--- config.mk ---
export PLATFORM = sky130hd
export DESIGN_NAME = counter_ascii_tx_flat
export DESIGN_NICKNAME = d
export VERILOG_FILES = /design/src/rtl/counter_ascii_tx_if.sv /design/src/rtl/counter_ascii_tx.sv /design/src/flat_wrapper.sv
export SDC_FILE = /design/constraint.sdc
export NUM_CORES = 1
export LEC_CHECK = 0
export CAP_MARGIN = 20
export CORE_UTILIZATION = 45
export DETAILED_ROUTE_END_ITERATION = 8
export DONT_BUFFER_PORTS = 1
export PLACE_DENSITY = 0.58
export SLEW_MARGIN = 5
export SYNTH_ARGS = -nofsm -noshare
export SYNTH_HDL_FRONTEND = slang
export SYNTH_SLANG_ARGS = --single-unit
--- constraint.sdc ---
create_clock -name clk -period 3.1 [get_ports clk]
set_input_delay 0.31 -clock clk [delete_from_list [all_inputs] [get_ports clk]]
set_output_delay 0.31 -clock clk [all_outputs]
set_load 0.02 [all_outputs]
--- src/rtl/counter_ascii_tx_if.sv ---
// Request/UART-byte bundle for counter_ascii_tx: master is the reporter, slave is the counter + uart_tx side.
interface counter_ascii_tx_if #(
  parameter int VALUE_W = 14
);
  logic               send_req;
  logic [VALUE_W-1:0] value;
  logic               tx_busy;
  logic               tx_start;
  logic [7:0]         tx_data;
  logic               busy;
  logic               done;

  modport master (
    input  send_req, value, tx_busy,
    output tx_start, tx_data, busy, done
  );

  modport slave (
    output send_req, value, tx_busy,
    input  tx_start, tx_data, busy, done
  );
endinterface

--- src/rtl/counter_ascii_tx.sv ---
// Captures a counter value, converts it to NUM_DIGITS ASCII decimal chars (MSD first) and strobes them into uart_tx;
// first strobe <= NUM_DIGITS*11+2 cycles after request, each byte waits on tx_busy. CRLF_EN appends CR LF.
module counter_ascii_tx #(
  parameter int NUM_DIGITS = 4,
  parameter int VALUE_W    = 14
) (
  input  logic              clk,
  input  logic              rst,
  counter_ascii_tx_if.master bus
);
`ifdef CRLF_EN
  localparam int NUM_CHARS = NUM_DIGITS + 2;
`else
  localparam int NUM_CHARS = NUM_DIGITS;
`endif
  localparam int unsigned MAX_VAL = 10**NUM_DIGITS - 1;

  typedef enum logic [2:0] {IDLE, CONV, SEND, ACK, DRAIN, FIN} state_t;

  state_t                  state, state_nxt;
  logic [VALUE_W-1:0]      rem, rem_nxt;
  logic [3:0]              cnt, cnt_nxt;
  logic [2:0]              dig_idx, dig_idx_nxt;
  logic [2:0]              char_idx, char_idx_nxt;
  logic [1:0]              ack_cnt, ack_cnt_nxt;
  logic [4*NUM_DIGITS-1:0] digits, digits_nxt;
  logic                    tx_start_q, tx_start_nxt;
  logic [7:0]              tx_data_q, tx_data_nxt;
  logic                    busy_q, busy_nxt;
  logic                    done_q, done_nxt;
  logic [VALUE_W-1:0]      divisor;
  logic [7:0]              char_byte;

  function automatic logic [VALUE_W-1:0] pow10(input logic [2:0] e);
    case (e)
      3'd1:    return VALUE_W'(10);
      3'd2:    return VALUE_W'(100);
      3'd3:    return VALUE_W'(1000);
      3'd4:    return VALUE_W'(10000);
      default: return VALUE_W'(1);
    endcase
  endfunction

  assign divisor = pow10(3'(NUM_DIGITS - 1) - dig_idx);

  always_comb begin
    char_byte = 8'h30 + {4'h0, digits[char_idx*4 +: 4]};
`ifdef CRLF_EN
    if (char_idx == 3'(NUM_DIGITS))
      char_byte = 8'h0D;
    else if (char_idx == 3'(NUM_DIGITS + 1))
      char_byte = 8'h0A;
`endif
  end

  always_ff @(posedge clk or posedge rst) begin
    if (rst) begin
      state      <= IDLE;
      rem        <= '0;
      cnt        <= '0;
      dig_idx    <= '0;
      char_idx   <= '0;
      ack_cnt    <= '0;
      digits     <= '0;
      tx_start_q <= 1'b0;
      tx_data_q  <= 8'h00;
      busy_q     <= 1'b0;
      done_q     <= 1'b0;
    end else begin
      state      <= state_nxt;
      rem        <= rem_nxt;
      cnt        <= cnt_nxt;
      dig_idx    <= dig_idx_nxt;
      char_idx   <= char_idx_nxt;
      ack_cnt    <= ack_cnt_nxt;
      digits     <= digits_nxt;
      tx_start_q <= tx_start_nxt;
      tx_data_q  <= tx_data_nxt;
      busy_q     <= busy_nxt;
      done_q     <= done_nxt;
    end
  end

  always_comb begin
    state_nxt    = state;
    rem_nxt      = rem;
    cnt_nxt      = cnt;
    dig_idx_nxt  = dig_idx;
    char_idx_nxt = char_idx;
    ack_cnt_nxt  = ack_cnt;
    digits_nxt   = digits;
    tx_start_nxt = 1'b0;
    tx_data_nxt  = tx_data_q;
    busy_nxt     = busy_q;
    done_nxt     = 1'b0;

    case (state)
      IDLE: begin
        if (bus.send_req) begin
          rem_nxt     = (32'(bus.value) > MAX_VAL) ? VALUE_W'(MAX_VAL) : bus.value;
          cnt_nxt     = '0;
          dig_idx_nxt = '0;
          busy_nxt    = 1'b1;
          state_nxt   = CONV;
        end
      end
      // One subtraction per cycle; the failing compare stores the digit.
      CONV: begin
        if (rem >= divisor) begin
          rem_nxt = rem - divisor;
          cnt_nxt = cnt + 4'd1;
        end else begin
          digits_nxt[dig_idx*4 +: 4] = cnt;
          cnt_nxt = '0;
          if (dig_idx == 3'(NUM_DIGITS - 1)) begin
            char_idx_nxt = '0;
            state_nxt    = SEND;
          end else begin
            dig_idx_nxt = dig_idx + 3'd1;
          end
        end
      end
      SEND: begin
        if (!bus.tx_busy) begin
          tx_start_nxt = 1'b1;
          tx_data_nxt  = char_byte;
          ack_cnt_nxt  = '0;
          state_nxt    = ACK;
        end
      end
      // A uart_tx that never raises busy must not stall the frame.
      ACK: begin
        if (bus.tx_busy || ack_cnt == 2'd3)
          state_nxt = DRAIN;
        else
          ack_cnt_nxt = ack_cnt + 2'd1;
      end
      DRAIN: begin
        if (!bus.tx_busy) begin
          if (char_idx == 3'(NUM_CHARS - 1)) begin
            done_nxt  = 1'b1;
            busy_nxt  = 1'b0;
            state_nxt = FIN;
          end else begin
            char_idx_nxt = char_idx + 3'd1;
            state_nxt    = SEND;
          end
        end
      end
      FIN:     state_nxt = IDLE;
      default: state_nxt = IDLE;
    endcase
  end

  assign bus.tx_start = tx_start_q;
  assign bus.tx_data  = tx_data_q;
  assign bus.busy     = busy_q;
  assign bus.done     = done_q;
endmodule

--- src/flat_wrapper.sv ---
// flat-port wrapper written by rule: the top's interface ports become plain ports
module counter_ascii_tx_flat 
#(
  parameter int NUM_DIGITS = 4,
  parameter int VALUE_W    = 14
)
  (clk, rst, bus_send_req, bus_value, bus_tx_busy, bus_tx_start, bus_tx_data, bus_busy, bus_done);
  counter_ascii_tx_if #(.VALUE_W(VALUE_W)) bus_i ();
  input  logic clk;
  input  logic rst;
  input wire logic [$bits(bus_i.send_req)-1:0] bus_send_req;
  input wire logic [$bits(bus_i.value)-1:0] bus_value;
  input wire logic [$bits(bus_i.tx_busy)-1:0] bus_tx_busy;
  output wire logic [$bits(bus_i.tx_start)-1:0] bus_tx_start;
  output wire logic [$bits(bus_i.tx_data)-1:0] bus_tx_data;
  output wire logic [$bits(bus_i.busy)-1:0] bus_busy;
  output wire logic [$bits(bus_i.done)-1:0] bus_done;
  assign bus_i.send_req = bus_send_req;
  assign bus_i.value = bus_value;
  assign bus_i.tx_busy = bus_tx_busy;
  assign bus_tx_start = bus_i.tx_start;
  assign bus_tx_data = bus_i.tx_data;
  assign bus_busy = bus_i.busy;
  assign bus_done = bus_i.done;
  counter_ascii_tx #(.NUM_DIGITS(NUM_DIGITS), .VALUE_W(VALUE_W)) u_core (.clk(clk), .rst(rst), .bus(bus_i));
endmodule
Word-level counts from Yosys, hierarchy flattened
Cells that the tools add are included.
Widths: inputs -> output; s select.
{"block": "totals", "register_bits": 56}
{"block": "op_classes", "addsub": 8, "magnitude_cmp": 2, "eq_ne": 22, "shifts": 3, "n_mux": 38, "n_bitwise": 2, "n_reduce_logical": 15}
{"op": "$pmux 14 s4", "n": 1}
{"op": "$mux 14", "n": 3}
{"op": "$mux 3", "n": 14}
{"op": "$neg 5->34", "n": 1}
{"op": "$shift 4x34->16 const A", "n": 1}
{"op": "$shiftx 4x34->16", "n": 1}
{"op": "$pmux 14 s2", "n": 1}
{"op": "$eq 3x2->1 const B", "n": 6}
{"op": "$bwmux 16", "n": 1}
{"op": "$shiftx 16x6->4", "n": 1}
{"op": "$pmux 3 s5", "n": 1}
{"op": "$ge 14x14->1", "n": 1}
{"op": "$gt 14x14->1 const B", "n": 1}
{"op": "$ne 2x2->1 const B", "n": 7}
{"op": "$sub 14x14->14", "n": 1}
{"op": "$pmux 3 s2", "n": 2}
{"op": "$mux 1", "n": 8}
{"op": "$mux 4", "n": 2}
{"op": "$ne 2x1->1 const B", "n": 4}
{"op": "$pmux 4 s2", "n": 1}
{"op": "$reduce_and 4->1", "n": 2}
{"op": "$reduce_bool 2->1", "n": 4}
{"op": "$add 6x4->7 const A", "n": 1}
{"op": "$add 3x1->3 const B", "n": 2}
{"op": "other kinds (16)", "n": 23}

Logic depth before layout (Yosys ltp)
Gate-level depths: netlist of the first run.
{"block": "logic_depth", "ltp_word": 6, "ltp_mapped": 14, "mapped_depth_nobuf": 13}

Least setup slack after synthesis of the first run
OpenSTA, ideal clock, no wires.
{"block": "synth_timing", "path_type": "register to register", "from": "register u_core.dig_idx[0]", "to": "register u_core.digits[10]", "setup_ns": 0.125, "arrival_ns": 3.096, "required_ns": 2.975, "path_slack_ns": -0.121, "stages_incl_launch_ff": 15, "n_path_buf": 1, "synth_period_minus_slack_ns": 3.221, "cell_sequence": "dfrtp_1 > inv_1 > ha_1 > mux2i_1 > nand3_1 > nand2_1 > and2_1 > ha_1 > a21oi_1 > nand2_1 > o21ai_1 > a21oi_1 > or4_1 > buf_2 > mux2_4"}
{"block": "synth_via", "elab_chain_cells": 6, "elab_cells_between_ends": 13, "classes_between": "add/sub (2); order compare (1); eq/ne (4); shift (2); mux (2); bitwise (1); reduce/logical (1)"}
{"element": "from (decl)", "line_no": "counter_ascii_tx.sv:23", "rtl": "logic [2:0] dig_idx, dig_idx_nxt;"}
{"element": "from (signal assigned)", "line_no": "counter_ascii_tx.sv:73", "rtl": "dig_idx <= dig_idx_nxt;"}
{"element": "$sub 2x3->3", "line_no": "counter_ascii_tx.sv:44", "rtl": "assign divisor = pow10(3'(NUM_DIGITS - 1) - dig_idx);"}
{"element": "$eq 3x3->1 (tied with other cells)", "line_no": "counter_ascii_tx.sv:35", "rtl": "case (e)"}
{"element": "$pmux 14 s4", "line_no": "counter_ascii_tx.sv:35"}
{"element": "$ge 14x14->1", "line_no": "counter_ascii_tx.sv:109", "rtl": "if (rem >= divisor) begin"}
{"element": "$not 1->1 (no line)"}
{"element": "$reduce_and 2->1 (no line)"}
{"element": "to (signal assigned)", "line_no": "counter_ascii_tx.sv:76", "rtl": "digits <= digits_nxt;"}
{"element": "to (decl)", "line_no": "counter_ascii_tx.sv:26", "rtl": "logic [4*NUM_DIGITS-1:0] digits, digits_nxt;"}
Several ways; a longest one is shown, not always the timed one.
A chain may end at the register's enable or synchronous reset.

Worst setup path in the final report of the first run
{"block": "layout_timing", "from": "register u_core.dig_idx[0]", "to": "register u_core.digits[11]"}
The elaborated chain is that of the path after synthesis.

==> results of run 1 <==
-- state kept, by name, indices dropped and copies added, names as in the netlist, 2 cells and up --
signal and flops:
u_core.ack_cnt 2, u_core.bus.tx_data 5, u_core.char_idx 3, u_core.cnt 4, u_core.dig_idx 3, u_core.digits 16, u_core.rem 14, u_core.state 3
-- final timing paths --
check / startpoint / endpoint / cells past startpoint
worst max-delay path: u_core.dig_idx[0]$_DFFE_PP0P_ / u_core.digits[11]$_DFFE_PP0P_ / 11
worst min-delay path: rst / u_core.state[0]$_DFFE_PP0P_ / 1
worst max register to register: u_core.dig_idx[0]$_DFFE_PP0P_ / u_core.digits[11]$_DFFE_PP0P_ / 11
worst min register to register: u_core.digits[0]$_DFFE_PP0P_ / u_core.digits[0]$_DFFE_PP0P_ / 1
max in group asynchronous: rst / u_core.ack_cnt[0]$_DFFE_PP0P_ / 2
min in group clk: bus_value[7] / u_core.rem[7]$_DFFE_PP0P_ / 2
-- logic make-up (layout without fill, tap and decap cells) --
kind of cell / after synthesis / count (layout) / share of synthesized area [%]
XOR/XNOR: 4 / 4 / 1.03
AO/OA/AOI/OAI: 95 / 95 / 19.2
multiplexers: 36 / 36 / 13.4
adder cells (fa/ha/maj): 23 / 23 / 8.64
buffers and inverters: 33 / 69 / 4.47
flip-flops: 53 / 53 / 38.8
AND/OR/NAND/NOR: 97 / 97 / 14.4
other: 1 / 2 / 0.110
-- cells in the mapped netlist (all sizes together) (2+ instances only) --
| cell type | number |
|---|---|
| mux2 | 25 |
| a211oi | 3 |
| nor2b | 5 |
| xnor2 | 3 |
| nor3 | 6 |
| o211ai | 5 |
| nand4 | 2 |
| o31ai | 2 |
| o21a | 4 |
| o2bb2ai | 3 |
| buf | 8 |
| a22oi | 4 |
| a21oi | 18 |
| o21ai | 18 |
| nor2 | 23 |
| a22o | 9 |
| clkbuf | 9 |
| mux4 | 4 |
| nand2 | 27 |
| nand3 | 7 |
| ha | 22 |
| nand2b | 4 |
| a32o | 2 |
| o22ai | 4 |
| a31oi | 5 |
| a21o | 3 |
| inv | 16 |
| dfrtp | 53 |
| o22a | 2 |
| or3 | 2 |
| and2 | 4 |
| nor3b | 3 |
| a2111oi | 2 |
| mux2i | 7 |
| or2 | 6 |
| nor4 | 2 |
-- critical path: cells and delay by family, from the launching register on --
| kind | cells | cell delay [ns] |
|---|---|---|
| fa+ha+maj | 2 | 0.53 |
| mux | 2 | 0.39 |
| buf+inv | 2 | 0.26 |
| simple gates | 2 | 0.87 |
| compound gates | 3 | 0.41 |
| flops | 1 | 0.44 |
-- routing by layer --
layer	GRT usage (%)	vias up	wire (microns)
met2	33.7	53	3710
met1	31.9	1307	4190
met4	5.77	0	88
li1	-	1337	-
met3	2.86	8	286
met5	0	-	0
-- cell type report --
| cell class | count | area [sq um] |
|---|---|---|
| clock inverter | 3 | 21.3 |
| clock buffer | 5 | 68.8 |
| timing repair buffer | 45 | 338 |
| inverter | 16 | 60.1 |
| multi-input combinational | 257 | 2090 |
| tap | 99 | 124 |
| sequential | 53 | 1330 |
| fill | 677 | 3260 |
-- where the power goes --
group / switching, mW / internal, mW
clock network: 0.253 / 0.161
logic: 1.64 / 1.60
registers: 0.245 / 0.896
-- repair_timing --
action / 4_1_cts / 5_1_grt
hold endpoints to repair: 0 / 0
resized for setup: 4 / 27
buffers inserted: 1 / 2
pin swaps: 3 / 11
setup endpoints to repair: 12 / 37
-- cell usage in the layout (no fill, tap or decap), types with 3 or more instances in the layout --
cell	instances
sky130_fd_sc_hd__a22oi_1	4
sky130_fd_sc_hd__ha_1	17
sky130_fd_sc_hd__ha_4	3
sky130_fd_sc_hd__a21oi_2	4
sky130_fd_sc_hd__dfrtp_1	53
sky130_fd_sc_hd__nor2b_1	4
sky130_fd_sc_hd__o2bb2ai_1	3
sky130_fd_sc_hd__o21ai_0	16
sky130_fd_sc_hd__mux2_4	8
sky130_fd_sc_hd__nand2_1	24
sky130_fd_sc_hd__or2_2	3
sky130_fd_sc_hd__nand3_1	6
sky130_fd_sc_hd__inv_2	3
sky130_fd_sc_hd__o211ai_1	5
sky130_fd_sc_hd__a31oi_1	5
sky130_fd_sc_hd__a211oi_1	3
sky130_fd_sc_hd__o22ai_1	4
sky130_fd_sc_hd__clkbuf_8	5
sky130_fd_sc_hd__a22o_1	9
sky130_fd_sc_hd__o21a_1	4
sky130_fd_sc_hd__nor3b_1	3
sky130_fd_sc_hd__nor3_1	4
sky130_fd_sc_hd__mux2_2	17
sky130_fd_sc_hd__mux4_2	4
sky130_fd_sc_hd__inv_1	13
sky130_fd_sc_hd__xnor2_1	3
sky130_fd_sc_hd__or2_1	3
sky130_fd_sc_hd__buf_4	45
sky130_fd_sc_hd__mux2i_1	6
sky130_fd_sc_hd__nand2b_1	4
sky130_fd_sc_hd__and2_1	3
sky130_fd_sc_hd__a21oi_1	14
sky130_fd_sc_hd__nor2_1	21
sky130_fd_sc_hd__nand2_2	3
-- per-stage QoR --
stage	setup slack [ns]	utilization (%)	std cells	power, mW	hold slack, ns
after detailed placement	-0.0817	51.8	467	4.10	0.375
after global routing	0.00507	55.2	478	5.18	0.0387
after floorplan	0.00161	-	343	3.12	0.460
after CTS	0.0000691	53.3	476	4.58	0.0347
after global placement	0.0311	51.8	467	4.07	0.365
final	0.0970	55.2	478	4.80	-0.00479
==> out/results.md, run 1 <==
| Result | Value |
| --- | --- |
| Slew Limit Fails | 0 |
| Count of nets after finishing | 419 |
| Category of the worst setup path capture point | flip-flop |
| Transition at the pin with the smallest max-transition slack | 0.753 ns |
| Root buf cell | sky130_fd_sc_hd__clkbuf_8 |
| Clk slew on worst S/H paths | 0.11 ns |
| Die Footprint | 7950 sq um |
| Most repeated library cell on the critical path | sky130_fd_sc_hd__a21oi_2 |
| Pin count of the biggest net entering global routing | 36 |
| Final Instance Area | 4030 sq um |
| Count of vias placed by the detailed router | 2,705 |
| Violations in the final reports | hold timing |
| Count of input and output buffers | 0 |
| Antenna cell count | 0 |
| Setup TNS | 0 ns |
| Number of clock buffers inserted by TritonCTS | 5 |
| Number of enable-type register cells in the synthesized netlist | 0 |
| Required @ worst endpoint | 3.30 ns |
| Leading area contributor after synthesis | sky130_fd_sc_hd__dfrtp_1 |
| Number of hold violations in the final report | 9 |
| Mean number of vias per cell | 5.66 |
| Post-synth ARST share | 100% |
| IR drop worst, VDD | 417 uV |
| Total wire length | 8280 microns |
| Residual antenna-violating net count after detailed routing | 0 |
| Kind of launch point of the worst setup path | flip-flop |
| Final global-route overflow total | 0 |
| Final period demand of the worst path | 3.00 ns |
| Most common flop cell mapped by yosys | sky130_fd_sc_hd__dfrtp_1 |
| Total core area | 7290 sq um |
| Number of global-route vias before repair | 2,576 |
| Remaining routing DRC violations | 0 |
| Antenna violations before repair | 0 |
| Number of sinks on the clock net | 53 |
| Cell leakage power | 1.85 nW |
| Cell area reported after detailed placement | 3770 sq um |
| Initial core utilization | 46.9% |
| Critical path start-end classification | reg2reg |
| Final Cycle Share | 96.9% |
| Ordered list of cells on the worst path | inv_2 > ha_4 > mux2i_4 > buf_4 > ha_1 > a21oi_2 > o21ai_2 > nor4_4 > a21oi_2 > or4_4 > mux2_4 |
| Final Wtd Congestion | 0.899 |
| Power Dens Cells | 1190 nW/um^2 |
| Run status | finished, violations left |
| Depth of the CTS H-tree | 2 |
| Row count | 31 |
| Worst setup slack for register-to-register paths | 0.1 ns |
| X dimension of the die | 89.1 microns |
| Largest cells by area after synthesis | sky130_fd_sc_hd__dfrtp_1 (39%), sky130_fd_sc_hd__ha_1 (8.1%), sky130_fd_sc_hd__mux2_2 (6.9%), sky130_fd_sc_hd__nand2_1 (3.0%), sky130_fd_sc_hd__a21oi_1 (2.6%) |
| Post-synthesis to final-layout area growth | 17.9% |
| Unrepaired setup endpoints after global routing | no |
| Hold/Removal Path Class | in2async |
| Final setup skew | 0.0113 ns |
| Hold WS | -0.00479 ns |
| Yosys warns | 0 |
| DR iter-0 viols | 123 |
| I/O Pins | 29 |
| Library cell contributing the largest single delay on the critical path | sky130_fd_sc_hd__or4_4 |
| Seq/Total Area, Yosys | 38.8% |
| CTS Buffer Depth | 2 |
| Highest clock frequency the design can meet | 333 MHz |
| Share of the synthesized area in the top cell type | 38.8% |
| Maximum fanout along the worst path | 4 |
| Global-route wire length before repair | 13,000 microns |
| Half-perimeter wire length after placement | 6120 microns |
| Cells after Synth | 342 |
| CTS Hold Buffers Added | 0 |
| Floorplan die height | 89.1 microns |
| Relative max-transition margin | 49.8% |
| Count of unique library cells instantiated by Yosys | 64 |
| Average cell area after synthesis | 9.99 sq um |
| Summed instance area of the synthesized netlist | 3420 sq um |
| Ratio of cells with drive above 1 in the final layout | 30.9% |
| Setup violators final | 0 |
| Detailed-routing iteration count for the pre-antenna-repair pass | 4 |
| Combined global-route utilization of all metal layers | 21.7% |
| CTS tree | yes |
| Register bit count reported by yosys | 53 |
| Latest clock arrival within the worst-skew pair | 0.32 ns |
| Critical Path Max Stage Delay | 0.58 ns |
| WL per Instance | 17.3 microns |
| Signal arrival time at the worst endpoint | 3.20 ns |
| Number of max-cap violations | 0 |
No activity file was read; power rests on OpenSTA's default activity.
==> inputs of run 2 (changes only) <==
--- a/config.mk
+++ b/config.mk
@@ -6,10 +6,11 @@
 export NUM_CORES = 1
 export LEC_CHECK = 0
 export CAP_MARGIN = 20
-export CORE_UTILIZATION = 45
+export CORE_UTILIZATION = 40
 export DETAILED_ROUTE_END_ITERATION = 8
 export DONT_BUFFER_PORTS = 1
-export PLACE_DENSITY = 0.58
+export PLACE_DENSITY = 0.59
+export RECOVER_POWER = 100
 export SLEW_MARGIN = 5
 export SYNTH_ARGS = -nofsm -noshare
 export SYNTH_HDL_FRONTEND = slang
==> run 2 against run 1 <==
The flow now finishes without violations. Final area is 0.53% lower. Power is 0.99% higher. Setup slack worse by 0.0073 ns. Clock-buffer cell count is 1 higher. Fmax is 0.24% lower. Cell count is 0.42% higher. Sequential cell count stayed put. Clock power is 16% higher. Sequential power hardly changed. Core utilization is 6.7 points lower. Critical path depth stayed put. Clock skew is 0.0061 ns lower. Critical path type unchanged. Critical endpoint unchanged.
==> out/results.md, run 2 (synthesized netlist as in run 1, its figures left out) <==
| Result | Value | Delta |
| --- | --- | --- |
| Run status | finished, final reports clean |  |
| Cell area reported after detailed placement | 3740 sq um | -0.80% |
| Number of hold violations in the final report | 0 | -9 |
| Fillers | 773 | +14% |
| Relative max-transition margin | 2.72% | -47 points |
| CTS tree | yes |  |
| Final Total Pwr | 4.84 mW | +0.99% |
| Unrepaired setup endpoints after global routing | yes |  |
| Post-synthesis to final-layout area growth | 17.2% |  |
| Cell leakage power | 1.82 nW | -1.3% |
| Residual antenna-violating net count after detailed routing | 0 | unchanged |
| Mean number of vias per cell | 5.78 | +2.2% |
| Half-perimeter wire length after placement | 6160 microns | +0.75% |
| Highest clock frequency the design can meet | 332 MHz | -0.24% |
| Number of non-filler instances in the completed layout | 480 | +0.42% |
| Combined global-route utilization of all metal layers | 19.8% | -1.9 points |
| Hold WS | 0.163 ns | +0.168 ns |
| IR drop worst, VDD | 430 uV | +3.0% |
| Commonest non-fill, non-tap cells in the layout | sky130_fd_sc_hd__dfrtp_1 (53), sky130_fd_sc_hd__buf_4 (40), sky130_fd_sc_hd__nand2_1 (25), sky130_fd_sc_hd__nor2_1 (21), sky130_fd_sc_hd__mux2_2 (21) |  |
| Remaining routing DRC violations | 0 | unchanged |
| Antenna violations before repair | 0 | unchanged |
| Final Instance Area | 4010 sq um | -0.53% |
| Clk slew on worst S/H paths | 0.10 ns | about the same |
| Library cell contributing the largest single delay on the critical path | sky130_fd_sc_hd__or4_4 |  |
| Count of nets after finishing | 415 | -0.95% |
| Ratio of cells with drive above 1 in the final layout | 29.1% | -1.8 points |
| Final Cycle Share | 97.1% | +0.24 points |
| Final global-route overflow total | 0 | unchanged |
| Register area | 1330 sq um | unchanged |
| Pin count of the biggest net entering global routing | 39 | +8.3% |
| Transition at the pin with the smallest max-transition slack | 1.46 ns | +0.705 ns |
| Ordered list of cells on the worst path | inv_2 > ha_4 > mux2i_4 > buf_4 > ha_1 > a21oi_2 > o21ai_2 > nor4_4 > a21oi_2 > or4_4 > mux2_4 |  |
| Global-route wire length before repair | 13,700 microns | +5.4% |
| Total wire length | 8270 microns | -0.16% |
| Flip-flop count of the largest register after layout | 16 | unchanged |
| Latest clock arrival within the worst-skew pair | 0.31 ns | about the same |
| Hold/Removal Path Class | in2reg |  |
| Count of vias placed by the detailed router | 2,775 | +2.6% |
| Setup TNS | 0 ns | unchanged |
| Number of global-route vias before repair | 2,698 | +4.7% |
| Power Dens Cells | 1210 nW/um^2 | +1.5% |
| X dimension of the die | 94.4 microns | +5.9% |
| Slew Limit Fails | 0 | unchanged |
| I/O Pins | 29 | unchanged |
| WL per Instance | 17.2 microns | -0.57% |
| Floorplan die height | 94.4 microns | +5.9% |
| Setup violators final | 0 | unchanged |
| Most common cell after layout, fill and taps aside | sky130_fd_sc_hd__dfrtp_1 |  |
| Number of sinks on the clock net | 53 | unchanged |
| Number of placed instances, taps included | 468 | +0.21% |
| Category of the worst setup path capture point | flip-flop |  |
| Total core area | 8260 sq um | +13% |
| Detailed-routing iteration count for the pre-antenna-repair pass | 5 | +1 |
| DR iter-0 viols | 136 | +11% |
| Number of clock buffers inserted by TritonCTS | 5 | unchanged |
| Required @ worst endpoint | 3.30 ns | about the same |
| Number of max-cap violations | 0 | unchanged |
| Most repeated library cell on the critical path | sky130_fd_sc_hd__a21oi_2 |  |
| Die Footprint | 8920 sq um | +12% |
| Final period demand of the worst path | 3.01 ns | +0.00734 ns |
| CTS Buffer Depth | 2 | unchanged |
| Kind of launch point of the worst setup path | flip-flop |  |
| Maximum fanout along the worst path | 4 | unchanged |
| Final setup skew | 0.00516 ns | -0.00611 ns |
| Antenna cell count | 0 | unchanged |
| Row count | 33 | +6.5% |
| Root buf cell | sky130_fd_sc_hd__clkbuf_8 |  |
| Initial core utilization | 41.4% | -5.5 points |
| Count of input and output buffers | 0 | unchanged |
| Area taken by multi-input logic gates | 2070 sq um | -0.78% |
| Final Wtd Congestion | 0.868 | -3.5% |
| Largest reg by FF count | u_core.digits |  |
| Depth of the CTS H-tree | 2 | unchanged |
| Critical path start-end classification | reg2reg |  |
| Critical Path Max Stage Delay | 0.60 ns | +0.02 ns |
| Signal arrival time at the worst endpoint | 3.21 ns | about the same |
run 2: changes by cell type in the layout (fill, tap and decap cells not counted), moves of 2 or more:
| cell | previous run | this run |
|---|---|---|
| sky130_fd_sc_hd__buf_4 | 45 | 40 |
| sky130_fd_sc_hd__mux2_4 | 8 | 4 |
| sky130_fd_sc_hd__clkbuf_1 | 0 | 2 |
| sky130_fd_sc_hd__mux2_2 | 17 | 21 |
run 2: worst paths after layout:
path / slack (ns) / from / to / cells after the start
worst max register to register: 0.09 / u_core.dig_idx[1]$_DFFE_PP0P_ / u_core.digits[11]$_DFFE_PP0P_ / 11
max in group asynchronous: 1.26 / rst / u_core.dig_idx[1]$_DFFE_PP0P_ / 2
worst min-delay path: 0.16 / bus_tx_busy / u_core.state[2]$_DFFE_PP0P_ / 2
worst min register to register: 0.51 / u_core.digits[2]$_DFFE_PP0P_ / u_core.digits[2]$_DFFE_PP0P_ / 1
worst max-delay path: 0.09 / u_core.dig_idx[1]$_DFFE_PP0P_ / u_core.digits[11]$_DFFE_PP0P_ / 11
min in group asynchronous: 0.31 / rst / u_core.bus.done$_DFF_PP0_ / 1
run 2: what timing repair did:
item / 4_1_cts / 5_1_grt
setup buffers: 0 / 4
gates cloned: 0 / 0
pin swaps: 2 / 10
resized for setup: 4 / 24
hold buffers: 0 / 0
endpoints found under the setup margin: 13 / 41
run 2: area by class of cell:
type	instances	share of cell area (%)
tap	105	3.28
clock buffer	6	1.81
inverter	16	1.50
timing repair buffer	41	7.59
clock inverter	2	0.968
sequential	53	33.1
multi-input combinational	257	51.7
run 2: metrics by stage:
stage               utilization, %  worst slack, ns
floorplan                        -          0.00161
global placement              45.3           0.0320
detailed placement            45.3           -0.101
CTS                           46.9         -0.00190
global route                  48.5          -0.0686
finish                        48.5           0.0897
run 2: worst max-delay path, delay by kind of cell, from the launching register on:
family / cells / cell delay (ns)
compound gates: 3 / 0.41
mux: 2 / 0.39
buf+inv: 2 / 0.28
simple gates: 2 / 0.89
flops: 1 / 0.44
fa+ha+maj: 2 / 0.50
run 2: per-layer routing:
metal	global-route usage, %	part of all wire (%)	vias up
li1	-	-	1331
met2	31.3	47	67
met1	28.1	48	1367
met5	0	0	-
met3	2.74	3.2	10
met4	5.51	1.2	0
run 2: where the power goes:
part	switching (mW)	total, mW	internal, mW
clock network	0.239	0.482	0.243
logic	1.68	3.23	1.56
registers	0.235	1.13	0.897
total	2.15	4.84	2.70
==> edit: new RTL, config.mk and constraints of run 1 <==
Add a define of `CRLF_EN`.
--- a/src/rtl/counter_ascii_tx.sv
+++ b/src/rtl/counter_ascii_tx.sv
@@ -1,4 +1,6 @@
 // Captures a counter value, converts it to NUM_DIGITS ASCII decimal chars (MSD first) and strobes them into uart_tx;
 // first strobe <= NUM_DIGITS*11+2 cycles after request, each byte waits on tx_busy. CRLF_EN appends CR LF.
+`define CRLF_EN
+
 module counter_ascii_tx #(
   parameter int NUM_DIGITS = 4,
Formal check against the unedited RTL: no difference found for any inputs over 10 cycles, from zero or initial values and one cycle with rst high; that may be too few to reach the edited logic, so the function may still have changed.
==> edit against run 1 <==
Final area up 7.1%; critical path type unchanged; the flow finishes with violations (negative setup slack); worst setup slack lost 0.24 ns; worst hold slack improved by 0.0052 ns; clock skew is 0.0073 ns lower; critical endpoint is now u_core.digits[5]; critical path depth increased by 2; count of clock-buffer cells in the layout did not move; core utilization is 3.3 points higher; wire length is 3.0% higher; sequential cell count did not move; synthesized cell count is 2.6% higher; largest cell class unchanged; area after synthesis is 1.5% higher.
Power is left out: the tool's default activity adds up to more than one toggle a clock period on the data nets, which glitch-free logic cannot reach.
==> edit: results (changes against run 1) <==
| Group | Parameter | This run | Change |
|:---|:---|:---|:---|
| run status | Outcome | complete, but fails checks |  |
| run status | Failing checks | negative setup slack |  |
| worst setup path | Signal arrival time at the worst endpoint | 3.45 ns | +0.25 ns |
| worst setup path | Launching instance or port of the critical path | u_core.dig_idx[1] |  |
| drt | Total length of routed met3 wires | 189 µm | -34% |
| logic synthesis | Dominant cells by area after synthesis | sky130_fd_sc_hd__dfrtp_1 38%, sky130_fd_sc_hd__ha_1 8.3%, sky130_fd_sc_hd__mux2_2 7.1% |  |
| worst setup path | Largest stage delay on the critical path | 0.55 ns | -0.03 ns |
| global route | First-pass GRT wire length | 14.1 mm | +8.8% |
| timing | Worst path setup slack after routing | -0.143 ns | -0.240 ns |
| drt | Total via count after detailed routing | 2824 | +4.4% |
| drt | Routed met2 length | 4.29 mm | +15% |
| drt | Routed met1 length | 3.97 mm | -5.2% |
| logic synthesis | Synth cell count leaders | 53 x sky130_fd_sc_hd__dfrtp_1, 28 x sky130_fd_sc_hd__nor2_1, 24 x sky130_fd_sc_hd__a21oi_1, 23 x sky130_fd_sc_hd__ha_1, 22 x sky130_fd_sc_hd__mux2_2 |  |
| final layout | Final net count | 444 | +6.0% |
| worst setup path | Crit-path leading delay family | simple AND/OR/NAND/NOR gates |  |
| final layout | Fraction of final layout cells with drive strength greater than 1 | 0.345 | +0.0362 |
| drt | Final routed DRC violation total | 0 | unchanged |
| global route | Combined global-route utilization of all metal layers | 0.216 | -0.000947 |
| logic synthesis | Portion of the post-synthesis area used by sequential elements | 0.382 | -0.00574 |
| place | Total half-perimeter wirelength after legalization and detailed placement | 6.35 mm | +3.9% |
| timing | Final setup violation count | 21 | +21 |
| global route | Largest net degree at the start of global routing | 38 | +5.6% |
| drt | Pre-antenna DRT Iters | 5 | +1 |
| worst setup path | Depth of the worst register-to-register path | 13 | +2 |
| logic synthesis | Area share of the leading cell type in the synthesized netlist | 0.382 | -0.00574 |
| place | Worst Setup Slack post-DPL | -0.236 ns | -0.154 ns |
| timing | Slew at the pin closest to its max-slew limit | 0.764 ns | +0.0115 ns |
| drt | Initial DRC count | 110 | -11% |
| place | GPL Wtd Cong | 0.822 | -8.6% |
| worst setup path | Worst R2R End | u_core.digits[5] |  |
| drt | Total wire length | 8.53 mm | +3.0% |
| final layout | Fillcell total | 640 | -5.5% |
| logic synthesis | Count of cell types in the netlist | 62 | -3.1% |
| global route | Vias in the first global route | 2909 | +13% |
## edit: cells by family (layout without fill, tap and decap cells)
family / after synthesis / count (layout) / share of synthesized area
and+or+nand+nor: 107 / 107 / 0.163
AOI/OAI and AO/OA: 83 / 83 / 0.159
DFF: 53 / 53 / 0.382
muxes: 38 / 38 / 0.138
buffers and inverters: 36 / 87 / 0.0447
adders and majority gates: 24 / 24 / 0.0887
xor gates and xnor gates: 9 / 9 / 0.0227
other: 1 / 2 / 0.00108
## edit: worst max path at each step
stage / cells past startpoint / endpoint
final: 13 / u_core.digits[5]
after global routing: 15 / u_core.digits[13]
after CTS: 14 / u_core.digits[13]
after detailed placement: 14 / u_core.digits[3]
after global placement: 14 / u_core.digits[0]
after floorplan: 14 / u_core.digits[4]
## edit: layout make-up
type,count,area share
multi-input cells,263,0.516
flip-flops and latches,53,0.308
repair buffers,58,0.107
well taps,99,0.0287
inverters,21,0.0189
clock buffers,5,0.0160
clock inverters,3,0.00609
## edit: stage by stage
stage	hold WS (ns)	cells	TNS (ns)	area, µm²
after floorplan	0.434	352	-2.07	3570
after global placement	0.367	484	-3.17	3980
after detailed placement	0.382	484	-3.86	3980
after CTS	0.0349	496	-2.55	4140
after global routing	0.0674	502	-4.22	4310
final	0.000434	502	-1.63	4310
## edit: routing by layer
| metal | vias to the layer above | track usage |
|---|---|---|
| met4 | 0 | 0.0355 |
| met1 | 1400 | 0.295 |
| met3 | 6 | 0.0271 |
| li1 | 1385 | - |
| met5 | - | 0 |
| met2 | 33 | 0.372 |
## edit: worst register-to-register path, cell delays in order, from the launching register on
cell                      delay [ns]
sky130_fd_sc_hd__dfrtp_1        0.44
sky130_fd_sc_hd__buf_4          0.15
sky130_fd_sc_hd__ha_1           0.17
sky130_fd_sc_hd__nand2_2        0.09
sky130_fd_sc_hd__nand3_4        0.11
sky130_fd_sc_hd__nand2_4        0.07
sky130_fd_sc_hd__and2_4         0.16
sky130_fd_sc_hd__ha_4           0.16
sky130_fd_sc_hd__a21oi_2        0.14
sky130_fd_sc_hd__o22a_1         0.19
sky130_fd_sc_hd__nor2_1         0.07
sky130_fd_sc_hd__or4_4          0.51
sky130_fd_sc_hd__or4_4          0.55
sky130_fd_sc_hd__mux2_4         0.32
## edit: timing repair
item | 4_1_cts | 5_1_grt
gates cloned | 0 | 1
buffers inserted | 4 | 5
resized for setup | 8 | 25
pin swaps | 3 | 5
hold buffers | 0 | 0
endpoints found under the setup margin | 31 | 33
